### config.mk
export PLATFORM = sky130hd
export DESIGN_NAME = audio_i2s_master
export DESIGN_NICKNAME = d
export VERILOG_FILES = /design/src/rtl/audio_i2s_master.sv
export SDC_FILE = /design/constraint.sdc
export NUM_CORES = 1
export LEC_CHECK = 0
export BUFFER_PORTS_ARGS = -buffer_cell sky130_fd_sc_hd__buf_2
export CORE_MARGIN = 1
export CORE_UTILIZATION = 50
export DETAILED_ROUTE_END_ITERATION = 6
export PLACE_DENSITY_LB_ADDON = 0.08
export SYNTH_ARGS = -nofsm -noshare
export SYNTH_HDL_FRONTEND = slang
export SYNTH_SLANG_ARGS = --single-unit
### constraint.sdc
create_clock -name clk12 -period 6.1 [get_ports clk12]
set_input_delay 1.22 -clock clk12 [delete_from_list [all_inputs] [get_ports clk12]]
set_output_delay 1.22 -clock clk12 [all_outputs]
set_load 0.005 [all_outputs]
### src/rtl/audio_i2s_master.sv
// I2S master for a WM8731-class codec: BCLK/LRC generation, square-wave test tone on DACDAT, ADCDAT capture.
// Optional AUDIO_LOOPBACK_EN echoes the captured ADC samples to the DAC instead of the tone.
module audio_i2s_master #(
    parameter int                     BCLK_DIV         = 4,
    parameter int                     FRAME_BCLKS      = 64,
    parameter int                     SAMPLE_BITS      = 16,
    parameter logic [SAMPLE_BITS-1:0] TONE_AMPL        = 16'h1000,
    parameter int                     TONE_HALF_FRAMES = 24
) (
    input  logic                   clk12,
    input  logic                   reset12,
    output logic                   audio_mclk,
    output logic                   audio_bclk,
    output logic                   audio_daclrc,
    output logic                   audio_dacdat,
    output logic                   audio_adclrc,
    input  logic                   audio_adcdat,
    output logic [SAMPLE_BITS-1:0] adc_left,
    output logic [SAMPLE_BITS-1:0] adc_right,
    output logic                   adc_valid
);
    localparam int DIV_W  = $clog2(BCLK_DIV);
    localparam int BIT_W  = $clog2(FRAME_BCLKS);
    localparam int TONE_W = $clog2(TONE_HALF_FRAMES + 1);

    localparam logic [DIV_W-1:0]  DIV_FE    = DIV_W'(BCLK_DIV - 1);
    localparam logic [DIV_W-1:0]  DIV_RE    = DIV_W'(BCLK_DIV / 2 - 1);
    localparam logic [BIT_W-1:0]  BIT_LAST  = BIT_W'(FRAME_BCLKS - 1);
    localparam logic [BIT_W-1:0]  HALF      = BIT_W'(FRAME_BCLKS / 2);
    localparam logic [BIT_W-1:0]  SLOT_BITS = BIT_W'(SAMPLE_BITS);
    localparam logic [TONE_W-1:0] TONE_LAST = TONE_W'(TONE_HALF_FRAMES - 1);

    logic [DIV_W-1:0]       div_cnt;
    logic [BIT_W-1:0]       bit_cnt;
    logic [BIT_W-1:0]       bit_next;
    logic [BIT_W-1:0]       pos;
    logic [BIT_W-1:0]       pos_next;
    logic                   fe;
    logic                   re;
    logic                   frame_start;
    logic                   chan_right;
    logic                   chan_right_next;
    logic                   in_slot;
    logic                   in_slot_next;
    logic                   lrc;
    logic [SAMPLE_BITS-1:0] dac_shift_l;
    logic [SAMPLE_BITS-1:0] dac_shift_r;
    logic [SAMPLE_BITS-1:0] adc_shift_l;
    logic [SAMPLE_BITS-1:0] adc_shift_r;
    logic [SAMPLE_BITS-1:0] load_left;
    logic [SAMPLE_BITS-1:0] load_right;
    logic [TONE_W-1:0]      tone_cnt;
    logic [TONE_W-1:0]      tone_cnt_next;
    logic                   tone_pol;
    logic                   tone_pol_next;

    assign audio_mclk   = clk12;
    assign audio_bclk   = div_cnt[DIV_W-1];
    assign audio_daclrc = lrc;
    assign audio_adclrc = lrc;

    assign fe          = (div_cnt == DIV_FE);
    assign re          = (div_cnt == DIV_RE);
    assign frame_start = fe && (bit_cnt == BIT_LAST);
    assign bit_next    = frame_start ? '0 : bit_cnt + BIT_W'(1);

    assign chan_right      = (bit_cnt >= HALF);
    assign chan_right_next = (bit_next >= HALF);
    assign pos             = chan_right ? bit_cnt - HALF : bit_cnt;
    assign pos_next        = chan_right_next ? bit_next - HALF : bit_next;
    assign in_slot         = (pos != '0) && (pos <= SLOT_BITS);
    assign in_slot_next    = (pos_next != '0) && (pos_next <= SLOT_BITS);

    // The reset preload already covers frame 0, so each frame start loads the sample of the
    // post-advance tone state; this gives exactly TONE_HALF_FRAMES frames per half period.
    assign tone_pol_next = tone_pol ^ (tone_cnt == TONE_LAST);
    assign tone_cnt_next = (tone_cnt == TONE_LAST) ? '0 : tone_cnt + TONE_W'(1);

`ifdef AUDIO_LOOPBACK_EN
    assign load_left  = adc_shift_l;
    assign load_right = adc_shift_r;
`else
    localparam logic [SAMPLE_BITS-1:0] TONE_NEG = ~TONE_AMPL + SAMPLE_BITS'(1);
    assign load_left  = tone_pol_next ? TONE_NEG : TONE_AMPL;
    assign load_right = load_left;
`endif

    always_ff @(posedge clk12) begin
        if (reset12) begin
            div_cnt      <= '0;
            bit_cnt      <= '0;
            lrc          <= 1'b0;
            audio_dacdat <= 1'b0;
            dac_shift_l  <= TONE_AMPL;
            dac_shift_r  <= TONE_AMPL;
            adc_shift_l  <= '0;
            adc_shift_r  <= '0;
            adc_left     <= '0;
            adc_right    <= '0;
            adc_valid    <= 1'b0;
            tone_cnt     <= '0;
            tone_pol     <= 1'b0;
        end else begin
            div_cnt   <= fe ? '0 : div_cnt + DIV_W'(1);
            adc_valid <= 1'b0;

            if (re && in_slot) begin
                if (chan_right)
                    adc_shift_r <= {adc_shift_r[SAMPLE_BITS-2:0], audio_adcdat};
                else
                    adc_shift_l <= {adc_shift_l[SAMPLE_BITS-2:0], audio_adcdat};
            end

            // DACDAT leads with the slot position the counter is about to enter (one-BCLK I2S delay).
            if (fe) begin
                bit_cnt <= bit_next;
                lrc     <= chan_right_next;
                if (frame_start) begin
                    adc_left     <= adc_shift_l;
                    adc_right    <= adc_shift_r;
                    adc_valid    <= 1'b1;
                    dac_shift_l  <= load_left;
                    dac_shift_r  <= load_right;
                    tone_cnt     <= tone_cnt_next;
                    tone_pol     <= tone_pol_next;
                    audio_dacdat <= 1'b0;
                end else if (in_slot_next) begin
                    if (chan_right_next) begin
                        audio_dacdat <= dac_shift_r[SAMPLE_BITS-1];
                        dac_shift_r  <= dac_shift_r << 1;
                    end else begin
                        audio_dacdat <= dac_shift_l[SAMPLE_BITS-1];
                        dac_shift_l  <= dac_shift_l << 1;
                    end
                end else begin
                    audio_dacdat <= 1'b0;
                end
            end
        end
    end
endmodule

---- After elaboration in Yosys (flattened, before gate mapping) ----
Index checks and enable logic that the tools add are counted.
Widths: inputs -> output; s select.
word-level totals
  memories ................................ 0
  flip-flop bits (word level) ............. 113
  RAM bits ................................ 0
  word-level logic and storage cells ...... 60
  latch bits .............................. 0
  output and inout bits ................... 38
  memory bits (read-only) ................. 0
cells by class
  mux-type cells .......................... 15
  shift operators ......................... 0
  $lt $le $gt $ge ......................... 4
  bitwise logic cells ..................... 3
  reduce and logical (&&, ||, !) cells .... 15
  equal/unequal tests ..................... 5
  divide/modulo/power cells ............... 0
  add/sub/neg operators ................... 5
  multiply operators ...................... 0
operators by type and width
  operator             count
  $mux 16              7
  $mux 6               3
  $ge 6x6->1 const B   2
  $le 6x5->1 const B   2
  $reduce_bool 6->1    2
  $sub 6x6->6 const B  2
  $add 6x1->6 const B  1
  $eq 6x6->1 const B   1
  $reduce_and 2->1     3
  $reduce_and 3->1     2
  $add 5x1->5 const B  1
  $eq 5x5->1 const B   1
  $mux 5               1
  $logic_and 1x1->1    4
  $mux 1               4
  $reduce_bool 2->1    2
  $reduce_or 2->1      2
  $add 2x1->2 const B  1
  $eq 2x1->1 const B   1
  $eq 2x2->1 const B   1
  $ne 2x2->1 const B   1
  $not 1->1            2
  $xor 1x1->1          1

---- Longest topological paths before layout ----
Gate-level depths: netlist (run 1).
  depth after elaboration ................. 9
  gate-level depth with buffers ........... 12
  mapped depth without buffers ............ 10

==> results.py, run 1 <==
metrics = {
    "timing": {
        "finalSetupViolations": 0,
        "worst_slew_pin_slew_ns": 1.00,
        "skew_ns": 0.00695,
        "setup_tns_ns": 0,
        "hold_violations": 0,
        "relSlewSlack_pct": 32.8,
        "rsz0062_at_grt": "no",
        "slew_viol_final": 0,
        "hold_slack_ns": 0.452,
    },
    "routing": {
        "wire_per_inst_microns": 12.6,
        "drc": 2,
        "drt_iter0_markers": 150,
        "totalWireLength_mm": 6.52,
        "drt_pass1_iterations": 7,
        "avgViaCountPerCell": 5.20,
        "route.antenna.remaining_nets": 0,
        "num_vias": 2689,
    },
    "critical_path": {
        "worst_ep_arrival_time_ns": 3.39,
        "critical-path-max-stage-delay_ns": 0.12,
        "critPathTopFamily": "buffers and inverters",
        "setup.worst_path.start_class": "clock port",
        "crit_fanout": 2,
        "path_cells": "clkbuf_8 > clkbuf_8 > buf_2",
        "path_class": "clk -> out",
        "cp_slowest_cell": "clkbuf_8",
        "crit_buf_inv": 3,
        "end_kind": "primary output",
        "required_ns": 4.88,
        "cp_common_cell": "clkbuf_8",
    },
    "floorplan": {
        "design.core.area_sq_mm": 0.00646,
        "die_w_microns": 84.6,
        "die_h_microns": 84.6,
        "die-area_sq_mm": 0.00716,
        "start_util_pct": 52.8,
        "ios": 41,
        "num_rows": 29,
    },
    "placement": {
        "portBuffers": 40,
        "placed_cell_area_sq_mm": 0.00360,
        "dp_hpwl_mm": 3.98,
        "gp_congestion": 0.813,
    },
    "clocking": {
        "tritoncts": "done",
        "path_clk_slew_ns": 0.08,
        "ctsHoldBuffers": 0,
        "ctsResizeCount": 0,
        "cts_setup_buffers": 0,
        "insertion_delay_ns": 0.45,
    },
    "synth": {
        "ys_types": 38,
        "ys_seq_area_share_pct": 51.6,
        "synth_cells": 407,
        "synth_edf_count": 0,
        "ys_warn_count": 0,
        "ys_async_sr_fraction_pct": 0,
        "synthFlopType": "dfxtp_1",
        "synth_area_sq_mm": 0.00341,
        "avgSynthCellArea_sq_um": 8.38,
        "synth-seq-cells": 88,
        "syn-num-nets": 416,
    },
    "layout": {
        "layout-drive-gt1-share_pct": 15.2,
        "area_growth_pct": 12.5,
        "n_fill_cell": 604,
        "diodes": 0,
        "nets": 444,
        "final_area_sq_mm": 0.00384,
    },
    "global_route": {
        "grt_usage_pct": 19.4,
        "grt_pass1_wl_mm": 11.1,
        "overflow": 0,
        "antenna_found_initial": 0,
        "first_global_vias": 2502,
        "grt_max_degree": 59,
    },
    "hold_path": {
        "worstHoldPathType": "reg -> reg",
    },
    "power_and_ir_drop": {
        "vdd_drop_max_uv": 170,
        "power_density_mw_per_mm2": 278,
        "p_leak_uw": 0.00155,
    },
    "job": {
        "maxCapViolations": 0,
    },
    "outcome": {
        "violations": "DRC",
        "status": "finished with violations",
    },
}
-- Yosys cell counts, types with 3 or more instances --
| library cell | n | share of area, % |
|---|---|---|
| a21oi_1 | 55 | 8.1 |
| a221oi_1 | 6 | 1.5 |
| and3_1 | 3 | 0.55 |
| buf_2 | 9 | 1.3 |
| buf_4 | 4 | 0.88 |
| clkbuf_1 | 13 | 1.4 |
| dfxtp_1 | 88 | 52 |
| ha_1 | 6 | 2.2 |
| inv_1 | 7 | 0.77 |
| mux2i_1 | 17 | 5.0 |
| nand2_1 | 117 | 13 |
| nor2_1 | 38 | 4.2 |
| nor3_1 | 3 | 0.44 |
| o21ai_0 | 4 | 0.59 |
| xnor2_1 | 3 | 0.77 |
| xor2_1 | 5 | 1.3 |
-- tightest hold or removal path, stage by stage, from the launching register on --
cell and delay [ns]:
dfxtp_1 0.31, nand2_1 0.05, a21oi_1 0.05
-- metrics by stage --
stage               std cells  utilization (%)  total power (uW)  worst slack, ns
floorplan                 407                -               628             1.72
global placement          498             55.7               630             1.73
detailed placement        498             55.7               631             1.73
CTS                       517             59.5              1080             1.49
global route              517             59.5              1120             1.48
finish                    517             59.5              1070             1.49
-- power by group --
part	switching, uW	internal (uW)	leakage (uW)	total [uW]
Clock	209	248	0.000118	457
Sequential	3.02	578	0.000709	581
Combinational	19.1	9.83	0.000727	28.9
Total	231	836	0.00155	1070
-- per-layer routing --
layer	share of wire (%)	GRT usage, %	wire, microns
met2	44	30.6	2860
met3	2.8	4.23	182
met5	0	0	0
met4	1.6	9.86	106
met1	52	25.2	3370
-- path summary, 6_finish.rpt --
| path | start | to | slack, ns | cells past startpoint |
|---|---|---|---|---|
| setup / recovery | clk12 | audio_mclk | 1.49 | 3 |
| hold / removal | adc_right[5] | adc_right[5] | 0.45 | 2 |
| setup reg to reg | div_cnt[0] | dac_shift_l[13] | 3.23 | 6 |
| hold reg to reg | adc_right[5] | adc_right[5] | 0.45 | 2 |
-- state kept, by name (all words and copies together), names as in the netlist --
name / count
adc_left: 16
adc_right: 16
adc_shift_l: 16
adc_shift_r: 16
bit_cnt: 6
tone_cnt: 5
dac_shift_l: 4
dac_shift_r: 4
div_cnt: 2
adc_valid: 1
audio_dacdat: 1
tone_pol: 1
-- final cells by class --
| cell class | instances | area [sq um] | area share [%] |
|---|---|---|---|
| repair buffers | 42 | 218 | 5.67 |
| clock inverters | 4 | 53.8 | 1.40 |
| well taps | 77 | 96.3 | 2.51 |
| clock buffers | 16 | 191 | 4.99 |
| flip-flops and latches | 88 | 1760 | 45.9 |
| inverters | 7 | 26.3 | 0.684 |
| multi-input cells | 283 | 1490 | 38.9 |
-- layout by cell type (no fill, tap or decap), drive strengths merged, types with 2 or more instances in the layout --
master and instances:
nand2 118, dfxtp 88, a21oi 55, buf 43, nor2 38, mux2i 19, clkbuf 15, inv 7
a221oi 6, ha 6, o21ai 6, xor2 5, and3 3, xnor2 3, nand3 3, nor3 3
and2 2, a211o 2, nand4 2, clkinvlp 2, nor3b 2
-- cells by family (layout without fill, tap and decap cells) --
kind of cell	after synthesis	count (layout)	share of synthesized area [%]
and+or+nand+nor	176	176	21.2
xor gates and xnor gates	8	8	2.05
buffers and inverters	36	69	4.77
DFF	88	88	51.6
muxes	20	20	6.12
AOI/OAI and AO/OA	73	73	12.0
adders and majority gates	6	6	2.20
Note: power is estimated with default switching activity, not from simulation.
==> run 2: changes to the inputs <==
==> constraint.sdc (replaced) <==
create_clock -name clk12 -period 4.1 [get_ports clk12]
set_input_delay 0.82 -clock clk12 [delete_from_list [all_inputs] [get_ports clk12]]
set_output_delay 0.82 -clock clk12 [all_outputs]
set_load 0.005 [all_outputs]
==> run 2 against run 1 <==
The run still ends with DRC left; hold slack gained 0.0014 ns; cell count grew 0.19%; critical endpoint unchanged; combinational power grew 54%; largest cell class unchanged; total power grew 53%; routed wire length shrank 2.2%; critical path depth is the same; flip-flop and latch count is the same; first-iteration DRC count grew 4.0%; non-clock buffer count grew 2.
==> results.py, run 2 (synthesized netlist as in run 1, its figures left out) <==
metrics = {
    "global_route": {
        "grt_max_degree": 47,
        "grt_usage_pct": 19.5,
        "grt_pass1_wl_mm": 11.2,
        "first_global_vias": 2527,
        "antenna_found_initial": 0,
        "overflow": 0,
    },
    "power_and_ir_drop": {
        "p_leak_uw": 0.00157,
        "power_density_mw_per_mm2": 422,
        "vdd_drop_max_uv": 311,
    },
    "critical_path": {
        "required_ns": 3.28,
        "end_kind": "primary output",
        "path_class": "clk -> out",
        "ff2ff_path_depth": 10,
        "regToRegEndpoint": "dac_shift_l[15]",
        "r2r_start": "div_cnt[0]",
        "cp_slowest_cell": "clkbuf_8",
        "critPathTopFamily": "buffers and inverters",
        "path_cells": "clkbuf_8 > clkbuf_8 > buf_2",
        "crit_fanout": 2,
        "r2r_setup_slack_ns": 1.34,
        "cp_common_cell": "clkbuf_8",
        "setup.worst_path.start_class": "clock port",
        "critical-path-max-stage-delay_ns": 0.11,
        "worst_ep_arrival_time_ns": 2.39,
        "crit_buf_inv": 3,
    },
    "routing": {
        "drt_iter0_markers": 156,
        "totalWireLength_mm": 6.37,
        "wire_per_inst_microns": 12.3,
        "drt_pass1_iterations": 7,
        "route.antenna.remaining_nets": 0,
        "avgViaCountPerCell": 5.22,
        "num_vias": 2706,
        "drc": 2,
    },
    "hold_path": {
        "hold_end": "adc_right[3]",
        "hold_depth": 2,
        "worstHoldPathType": "reg -> reg",
        "hold_path.startpoint": "adc_right[3]",
    },
    "timing": {
        "slew_viol_final": 0,
        "rsz0062_at_grt": "no",
        "hold_slack_ns": 0.453,
        "hold_violations": 0,
        "setup_tns_ns": 0,
        "relSlewSlack_pct": 54.8,
        "skew_ns": 0.00675,
        "worst_slew_pin_slew_ns": 0.678,
        "finalSetupViolations": 0,
    },
    "layout": {
        "area_growth_pct": 13.3,
        "diodes": 0,
        "mostFrequentLayoutCell": "nand2_1",
        "nets": 446,
        "layout-drive-gt1-share_pct": 15.6,
        "final_cell_mix": "nand2_1, dfxtp_1, a21oi_1, buf_2, nor2_1",
        "n_fill_cell": 609,
        "fin_util_pct": 59.8,
    },
    "clocking": {
        "ctsHoldBuffers": 0,
        "ctsResizeCount": 0,
        "path_clk_slew_ns": 0.09,
        "insertion_delay_ns": 0.45,
        "tritoncts": "done",
        "cts_setup_buffers": 0,
    },
    "outcome": {
        "status": "finished with violations",
        "violations": "DRC",
    },
    "floorplan": {
        "die_h_microns": 84.6,
        "design.core.area_sq_mm": 0.00646,
        "start_util_pct": 52.8,
        "die_w_microns": 84.6,
        "num_rows": 29,
        "die-area_sq_mm": 0.00716,
        "ios": 41,
    },
    "placement": {
        "dp_hpwl_mm": 4.02,
        "gp_congestion": 0.788,
        "portBuffers": 40,
    },
    "job": {
        "maxCapViolations": 0,
    },
}
-- run 2: worst register-to-register path: stages, from the launching register on --
cell and delay, ns:
dfxtp_1 0.36, ha_1 0.49, nand2_1 0.15, or3_1 0.39, a21oi_1 0.14, ha_1 0.24
nand2_1 0.10, nor2_1 0.08, mux2i_2 0.29, o21ai_1 0.15, a221oi_1 0.28
-- run 2: how the worst max path moves through the flow --
stage / from / to / slack [ns] / cells past startpoint
after CTS: clk12 / audio_mclk / 0.89 / 3
final: clk12 / audio_mclk / 0.89 / 3
after floorplan: clk12 / audio_mclk / 1.12 / 1
after global placement: clk12 / audio_mclk / 1.13 / 1
after detailed placement: clk12 / audio_mclk / 1.13 / 1
after global routing: clk12 / audio_mclk / 0.89 / 3
-- run 2: cell type report --
class	instances	area, sq um	share of cell area (%)
repair buffers	44	233	6.02
inverters	7	26.3	0.680
well taps	77	96.3	2.49
multi-input cells	283	1490	38.6
clock inverters	5	81.3	2.10
flip-flops and latches	88	1760	45.6
clock buffers	14	174	4.50
-- run 2: stage by stage --
stage                     std cells  area, sq um  setup WS [ns]  total power [uW]
final                           518         3860          0.895              1630
after global routing            518         3860          0.891              1690
after detailed placement        500         3610           1.13               940
after global placement          500         3610           1.13               939
after floorplan                 407         3410           1.12               935
after CTS                       518         3860          0.891              1660
-- run 2: power breakdown --
part	total [uW]	internal (uW)	switching, uW	leakage (uW)
Clock	723	410	313	0.000128
Sequential	865	860	4.47	0.000709
Combinational	44.5	15.3	29.2	0.000737
Total	1630	1290	347	0.00157
-- run 2: routing by layer --
layer	vias up	routed length [microns]	track usage (%)
met4	0	93	9.71
met1	1254	3240	25.3
met2	52	2840	31.3
met5	-	0	0
li1	1392	-	-
met3	8	208	3.54
==> run 3: changes to the inputs <==
==> constraint.sdc (replaced) <==
create_clock -name clk12 -period 3.15 [get_ports clk12]
set_input_delay 0.63 -clock clk12 [delete_from_list [all_inputs] [get_ports clk12]]
set_output_delay 0.63 -clock clk12 [all_outputs]
set_load 0.005 [all_outputs]
==> run 3 against run 2 <==
Global-route usage up 0.19 points; die area unchanged; critical path type is now reg -> reg; register-to-register slack worse by 0.74 ns; hold slack worse by 0.014 ns; total power up 33%; critical path depth up 7; largest cell class unchanged; cell count up 0.39%; routed wire length up 1.8%; the run still ends with DRC left; critical endpoint is now dac_shift_l[13]; flip-flop and latch count unchanged; setup slack worse by 0.29 ns.
==> results.py, run 3 (synthesized netlist as in run 1, its figures left out) <==
metrics = {
    "timing": {
        "post-route-period-util_pct": 80.9,
        "slew_viol_final": 0,
        "skew_ns": 0.00753,
        "hold_violations": 0,
        "worst_slew_pin_slew_ns": 0.636,
        "setup_tns_ns": 0,
        "finalSetupViolations": 0,
        "rsz0062_at_grt": "no",
        "relSlewSlack_pct": 57.5,
        "period_minus_slack_ns": 2.55,
        "fmax_ghz": 0.393,
    },
    "critical_path": {
        "required_ns": 3.51,
        "path_class": "reg -> reg",
        "end_kind": "flip-flop",
        "r2r_start": "bit_cnt[1]",
        "worst_ep_arrival_time_ns": 2.91,
        "r2r_setup_slack_ns": 0.60,
        "regToRegEndpoint": "dac_shift_l[13]",
        "ff2ff_path_depth": 10,
        "endpoint": "dac_shift_l[13]",
        "crit_fanout": 5,
        "setup.worst_path.start_class": "flip-flop",
        "crit_path_start": "bit_cnt[1]",
    },
    "floorplan": {
        "die-area_sq_mm": 0.00716,
        "die_w_microns": 84.6,
        "num_rows": 29,
        "design.core.area_sq_mm": 0.00646,
        "die_h_microns": 84.6,
        "start_util_pct": 52.8,
        "ios": 41,
    },
    "power_and_ir_drop": {
        "p_leak_uw": 0.00159,
        "vdd_drop_max_uv": 362,
        "power_density_mw_per_mm2": 558,
        "finalPower_uw": 2170,
    },
    "layout": {
        "multi_input_area_sq_mm": 0.00149,
        "final-seq-area_sq_mm": 0.00176,
        "final_area_sq_mm": 0.00389,
        "final_cell_mix": "nand2_1, dfxtp_1, a21oi_1, buf_2, nor2_1",
        "mostFrequentLayoutCell": "nand2_1",
        "n_fill_cell": 613,
        "diodes": 0,
        "layout-drive-gt1-share_pct": 16.0,
        "area_growth_pct": 14.2,
        "nets": 447,
    },
    "routing": {
        "num_vias": 2740,
        "route.antenna.remaining_nets": 0,
        "drt_iter0_markers": 162,
        "drt_pass1_iterations": 7,
        "avgViaCountPerCell": 5.27,
        "totalWireLength_mm": 6.49,
        "drc": 2,
        "wire_per_inst_microns": 12.5,
    },
    "clocking": {
        "insertion_delay_ns": 0.46,
        "ctsHoldBuffers": 0,
        "path_clk_slew_ns": 0.08,
        "ctsResizeCount": 0,
        "tritoncts": "done",
        "cts_setup_buffers": 0,
    },
    "outcome": {
        "violations": "DRC",
        "status": "finished with violations",
    },
    "placement": {
        "placed_cell_area_sq_mm": 0.00362,
        "dp_hpwl_mm": 4.05,
        "portBuffers": 40,
        "gp_congestion": 0.829,
    },
    "job": {
        "maxCapViolations": 0,
    },
    "hold_path": {
        "hold_depth": 3,
        "worstHoldPathType": "in -> reg",
    },
    "global_route": {
        "grt_max_degree": 49,
        "grtUsageMet2_pct": 31.6,
        "overflow": 0,
        "antenna_found_initial": 0,
        "use_met1_pct": 24.4,
        "first_global_vias": 2514,
        "use_met3_pct": 3.83,
        "grt_pass1_wl_mm": 11.1,
        "top_usage_layer": "met2",
        "grt_usage_pct": 19.7,
    },
}
run 3: report_power, final:
group / switching [uW] / internal, uW
clock network: 406 / 581
registers: 6.08 / 1120
logic: 38.7 / 21.7
run 3: worst min path at each step:
stage	startpoint	endpoint	slack (ns)
after floorplan	div_cnt[0]	div_cnt[0]	0.43
after global placement	div_cnt[0]	div_cnt[0]	0.44
after detailed placement	adc_right[3]	adc_right[3]	0.44
after CTS	audio_adcdat	adc_shift_r[0]	0.43
after global routing	audio_adcdat	adc_shift_r[0]	0.44
final	audio_adcdat	adc_shift_r[0]	0.44
run 3: per-stage QoR:
stage | instances | util [%] | setup WS (ns) | hold WS [ns]
floorplan | 407 | - | 0.578 | 0.429
global placement | 501 | 56.1 | 0.742 | 0.440
detailed placement | 501 | 56.1 | 0.636 | 0.443
CTS | 520 | 60.3 | 0.603 | 0.429
global route | 520 | 60.3 | 0.366 | 0.442
finish | 520 | 60.3 | 0.602 | 0.439
run 3: metal layers:
metal,vias up,routed length [microns]
met2,60,2910
met3,15,220
met4,0,162
li1,1400,-
met5,-,0
met1,1265,3200
run 3: cell type report:
cell class	count	share of cell area, %
Sequential cell	88	45.2
Timing Repair Buffer	45	6.17
Clock buffer	16	5.17
Clock inverter	4	1.96
Multi-Input combinational cell	283	38.3
Tap cell	77	2.47
Inverter	7	0.675
run 3: worst max-delay path: stages, from the launching register on:
cell	delay, ns
dfxtp_1	0.40
ha_1	0.23
nand2_1	0.11
or3_1	0.41
a21oi_1	0.15
ha_1	0.24
nand2_1	0.10
nor2_1	0.07
mux2i_2	0.29
o21ai_1	0.14
a221oi_1	0.30
